==> config.mk <==
export PLATFORM = sky130hd
export DESIGN_NAME = regfile_write_bus
export DESIGN_NICKNAME = d
export VERILOG_FILES = /design/src/rtl/regfile_write_bus.sv
export SDC_FILE = /design/constraint.sdc
export NUM_CORES = 2
export LEC_CHECK = 0
export BUFFER_PORTS_ARGS = -buffer_cell sky130_fd_sc_hd__buf_2
export CORE_AREA = 3 3 422 424
export DETAILED_ROUTE_END_ITERATION = 7
export DIE_AREA = 0 0 425 427
export PLACE_DENSITY = 0.45
export RECOVER_POWER = 50
export SKIP_LAST_GASP = 1
export SLEW_MARGIN = 30
export SYNTH_ARGS = -nofsm -noshare
export SYNTH_HDL_FRONTEND = slang
export SYNTH_SLANG_ARGS = --single-unit
export TNS_END_PERCENT = 5
==> constraint.sdc <==
create_clock -name clock -period 1.8 [get_ports clock]
set_input_delay 0.36 -clock clock [delete_from_list [all_inputs] [get_ports clock]]
set_output_delay 0.36 -clock clock [all_outputs]
set_load 0.02 [all_outputs]
==> src/rtl/regfile_write_bus.sv <==
// Write side of the 32 x 32-bit register file, driven out as one flat 1024-bit bus.
// Holds a per-register dirty mask and a sequenced bulk-clear sweep over registers 1..31.
module regfile_write_bus #(
   parameter int NUM_REGS = 32,
   parameter int WIDTH    = 32,
   parameter int SEL_W    = 5
) (
   input  logic                      clock,
   input  logic                      reset_n,
   input  logic                      write_en,
   input  logic [SEL_W-1:0]          write_sel,
   input  logic [WIDTH-1:0]          write_data,
   input  logic                      clear_req,
   output logic                      ready,
   output logic                      clear_busy,
   output logic                      write_ack,
   output logic [NUM_REGS-1:0]       dirty,
   output logic [NUM_REGS*WIDTH-1:0] regs
);

   typedef enum logic {
      IDLE  = 1'b0,
      CLEAR = 1'b1
   } state_t;

   localparam logic [SEL_W-1:0] LAST_IDX = SEL_W'(NUM_REGS - 1);

   state_t                      state_q, state_d;
   logic [SEL_W-1:0]            cnt_q, cnt_d;
   logic [NUM_REGS*WIDTH-1:0]   regs_q, regs_d;
   logic [NUM_REGS-1:0]         dirty_q, dirty_d;
   logic                        ack_q, ack_d;

   // Handshake: write_en and clear_req are taken at a rising edge only while ready = 1;
   // while ready = 0 both are dropped, and an accepted write is acknowledged by write_ack one cycle later.
   always_comb begin
      state_d = state_q;
      cnt_d   = cnt_q;
      regs_d  = regs_q;
      dirty_d = dirty_q;
      ack_d   = 1'b0;
      case (state_q)
         IDLE: begin
            if (write_en) begin
               ack_d = 1'b1;
               for (int k = 1; k < NUM_REGS; k++) begin
                  if (write_sel == SEL_W'(k)) begin
                     regs_d[k*WIDTH +: WIDTH] = write_data;
                     dirty_d[k]               = 1'b1;
                  end
               end
            end
            if (clear_req) begin
               state_d = CLEAR;
               cnt_d   = SEL_W'(1);
            end
         end
         CLEAR: begin
            for (int k = 1; k < NUM_REGS; k++) begin
               if (cnt_q == SEL_W'(k)) begin
                  regs_d[k*WIDTH +: WIDTH] = '0;
                  dirty_d[k]               = 1'b0;
               end
            end
            // The counter parks at the last index; the next clear request reloads it.
            if (cnt_q == LAST_IDX) begin
               state_d = IDLE;
            end else begin
               cnt_d = cnt_q + SEL_W'(1);
            end
         end
         default: begin
            state_d = IDLE;
         end
      endcase
   end

   always_ff @(posedge clock) begin
      if (!reset_n) begin
         state_q <= IDLE;
         cnt_q   <= SEL_W'(1);
         regs_q  <= '0;
         dirty_q <= '0;
         ack_q   <= 1'b0;
      end else begin
         state_q <= state_d;
         cnt_q   <= cnt_d;
         regs_q  <= regs_d;
         dirty_q <= dirty_d;
         ack_q   <= ack_d;
      end
   end

   assign ready      = (state_q == IDLE);
   assign clear_busy = (state_q == CLEAR);
   assign write_ack  = ack_q;
   assign dirty      = dirty_q;
   assign regs       = regs_q;

endmodule

==> qor.yml <==
outcome:
  status: "finished, violations left"
  violations: "setup timing"
clock_network:
  cts_tree: "built"
  numClockSinks: 1030
  clkTransAtPathRegs_ns: 0.06
  insertion_delay_ns: 0.78
  numCtsBuffers: 118
  clk_path_buf_depth: 3
  cts_htree_levels: 3
  root_buffer: "clkbuf_16"
synthesis:
  synthXorXnorAreaFrac_pct: 0
  synth_edf_count: 0
  synthDistinctLibCells: 42
  synth_area_sq_mm: 0.0386
  synth_area_leader_cell: "dfxtp_1"
  synth_top_family_by_area: "simple AND/OR/NAND/NOR gates"
  netlist.area_leader.share_pct: 53.4
  synthMuxAreaShare_pct: 0
  synth-compound-area-share_pct: 13.5
  yosysSeqAreaShare_pct: 53.4
  ys_top_cells_by_count: "dfxtp_1, nand2_1, a21oi_1"
  async_flop_share_pct: 0
  synth.avg_cell_area_sq_um: 8.02
  synth_top_flop_cell: "dfxtp_1"
  ys_ff_latch: 1030
  synth_simple_gate_area_share_pct: 26.0
  yosysMostFrequentCell: "dfxtp_1"
  yosys_warnings: 0
  synth_area_leaders: "dfxtp_1, a21oi_1, nand3_1, nand2_1, clkbuf_1"
  synth_fa_ha_area_share_pct: 0.195
  synthCells: 4815
die:
  pin_count: 1100
  die_h_um: 427
  core_sq_mm: 0.174
  start_util_pct: 22.2
  die-area_sq_mm: 0.181
  die_w_um: 425
  rows: 153
drt:
  wl_per_cell_um: 27.6
  ant_nets: 0
  topRoutingLayerUsed: "met5"
  drt-total-wl_um: 226000
  drtIter0Drc: 4132
  vias: 40500
  wl_met1_um: 87600
  wl_met3_um: 17900
  firstDrtPassIters: 5
  drc: 0
  avgViaCountPerCell: 4.93
  wl_met2_um: 108000
worst_setup_path:
  max_stage_delay_ns: 0.58
  cp_top_family: "buffers and inverters"
  critical_path.cell_chain: "dlygate4sd3_1 -> clkbuf_4 -> or3b_4 -> buf_12 -> nor3_4 -> buf_12 -> clkbuf_16 -> nand2_1 -> a21oi_1"
  end_kind: "flop"
  path_class: "primary input to flop"
  cp-start-kind: "primary input"
  critPathSlowestCell: "dlygate4sd3_1"
  cp.required_ns: 2.47
  cp.arrival_ns: 2.54
  path_common_cell: "buf_12"
  cp_max_fo: 16
  critical_path_buf_inv_count: 5
timing:
  min_period_ns: 1.87
  fmax_mhz: 534
  setup_viol_count_final: 40
  hold_violations: 0
  setup-tns-final_ns: -1.27
  max_slew.worst_pin.slew_ns: 0.590
  fin_crit_sh_pct: 104
  slew_headroom_pct: 60.6
  hold_ws_ns: 0.113
  drv_slew: 0
  rsz0062_at_grt: "true"
  fin_worst_skew_ns: 0.0586
  fin_ws_ns: -0.0715
power:
  cellPowerDensity_mw_per_mm2: 968
  power_mw: 51.5
  p_leak_nw: 20.6
  ir_worst_vdd_mv: 0.793
final_layout:
  multi_input_area_sq_mm: 0.0157
  fillCellCount: 18700
  drive_above_1_share_pct: 26.9
  fin_nets: 5823
  synthToLayoutAreaGrowth_pct: 37.9
  final-seq-area_sq_mm: 0.0206
placement:
  place_congestion: 0.850
  portBuffers: 1066
  hpwl_um: 145000
global_routing:
  grt_max_degree: 82
  grt_remaining_overflow: 0
  grt_pass1_wl_um: 295000
  grt_usage_pct: 22.7
  antenna_found_initial: 17
  grt_pass1_vias: 36000
job:
  drv_cap: 0
worst_hold_path:
  hold_class: "primary input to flop"
## power by group
part	switching, mW	internal, mW	leakage (nW)
combinational	2.49	0.853	10.3
sequential	0.0930	22.9	8.31
clock	10.5	14.7	1.98
total	13.1	38.4	20.6
## cells by family (layout without fill, tap and decap cells)
group	after synthesis	after routing
flops	1030	1030
simple gates	2183	2183
compound gates	1035	1035
other cells	1	37
buf+inv	560	1587
fa+ha+maj	6	6
## sequential cells by signal, summed over array words and instances (netlist names)
register,cells
clear_busy,1
cnt_q,5
dirty,31
regs,992
write_ack,1
## final timing paths
path / from / endpoint / slack, ns / depth (start not counted)
worst max-delay path: write_en / regs[405]$_SDFFE_PN0P_ / -0.07 / 9
worst min-delay path: write_data[13] / regs[493]$_SDFFE_PN0P_ / 0.11 / 4
worst max register to register: clear_busy$_SDFF_PN0_ / regs[600]$_SDFFE_PN0P_ / -0.05 / 8
worst min register to register: regs[526]$_SDFFE_PN0P_ / regs[526]$_SDFFE_PN0P_ / 0.45 / 2
## worst min-delay path: cells and delay by family
family | cells | cell delay [ns]
buf+inv | 1 | 0.13
simple gates | 2 | 0.31
compound gates | 1 | 0.05
## metrics by stage
stage                     std cells  setup WS, ns  instance area (sq um)  utilization (%)
after floorplan                4847        0.0334                  38700                -
after global routing           8200        -0.104                  53200             30.5
final                          8203       -0.0715                  53200             30.5
after global placement         7920        -0.154                  48200             27.7
after CTS                      8176        -0.104                  52800             30.3
after detailed placement       7920        -0.148                  48200             27.7
## placed cells by master (no fill, tap or decap), types with 9 or more instances in the layout
| master | n |
|---|---|
| o21ai_0 | 34 |
| a21oi_1 | 980 |
| clkbuf_8 | 37 |
| dlygate4sd3_1 | 28 |
| buf_6 | 17 |
| clkinv_2 | 15 |
| nand4_1 | 34 |
| clkbuf_16 | 133 |
| nor2b_1 | 36 |
| buf_12 | 136 |
| buf_8 | 9 |
| nand3_1 | 973 |
| a21oi_2 | 14 |
| dfxtp_1 | 1021 |
| conb_1 | 33 |
| buf_2 | 457 |
| nor3_4 | 27 |
| clkbuf_1 | 70 |
| buf_4 | 84 |
| nor2_1 | 36 |
| nand3_2 | 18 |
| nand2_1 | 1011 |
| clkbuf_2 | 562 |
## layout make-up
| cell class | instances | area share [%] |
|---|---|---|
| Sequential cell | 1030 | 38.8 |
| Multi-Input combinational cell | 3257 | 29.5 |
| Timing Repair Buffer | 1363 | 18.5 |
| Clock buffer | 180 | 6.65 |
| Tap cell | 2325 | 5.47 |
| Clock inverter | 38 | 0.905 |
| Inverter | 6 | 0.0705 |
| Antenna cell | 4 | 0.0188 |
## timing repair
action                                  in CTS  in global routing
pin swaps                                    2                 10
hold endpoints to repair                    90                  0
gates cloned                                 4                 17
hold buffers                                28                  0
gates resized for setup                     32                 41
endpoints found under the setup margin      71                749
buffers inserted                             6                  6
## routing by layer
metal / up-vias / global-route usage (%)
li1: 18200 / -
met1: 19900 / 27.2
met2: 1949 / 37.9
met3: 450 / 5.59
met4: 10 / 11.4
met5: - / 0
No activity file was read; power rests on OpenSTA's default activity.
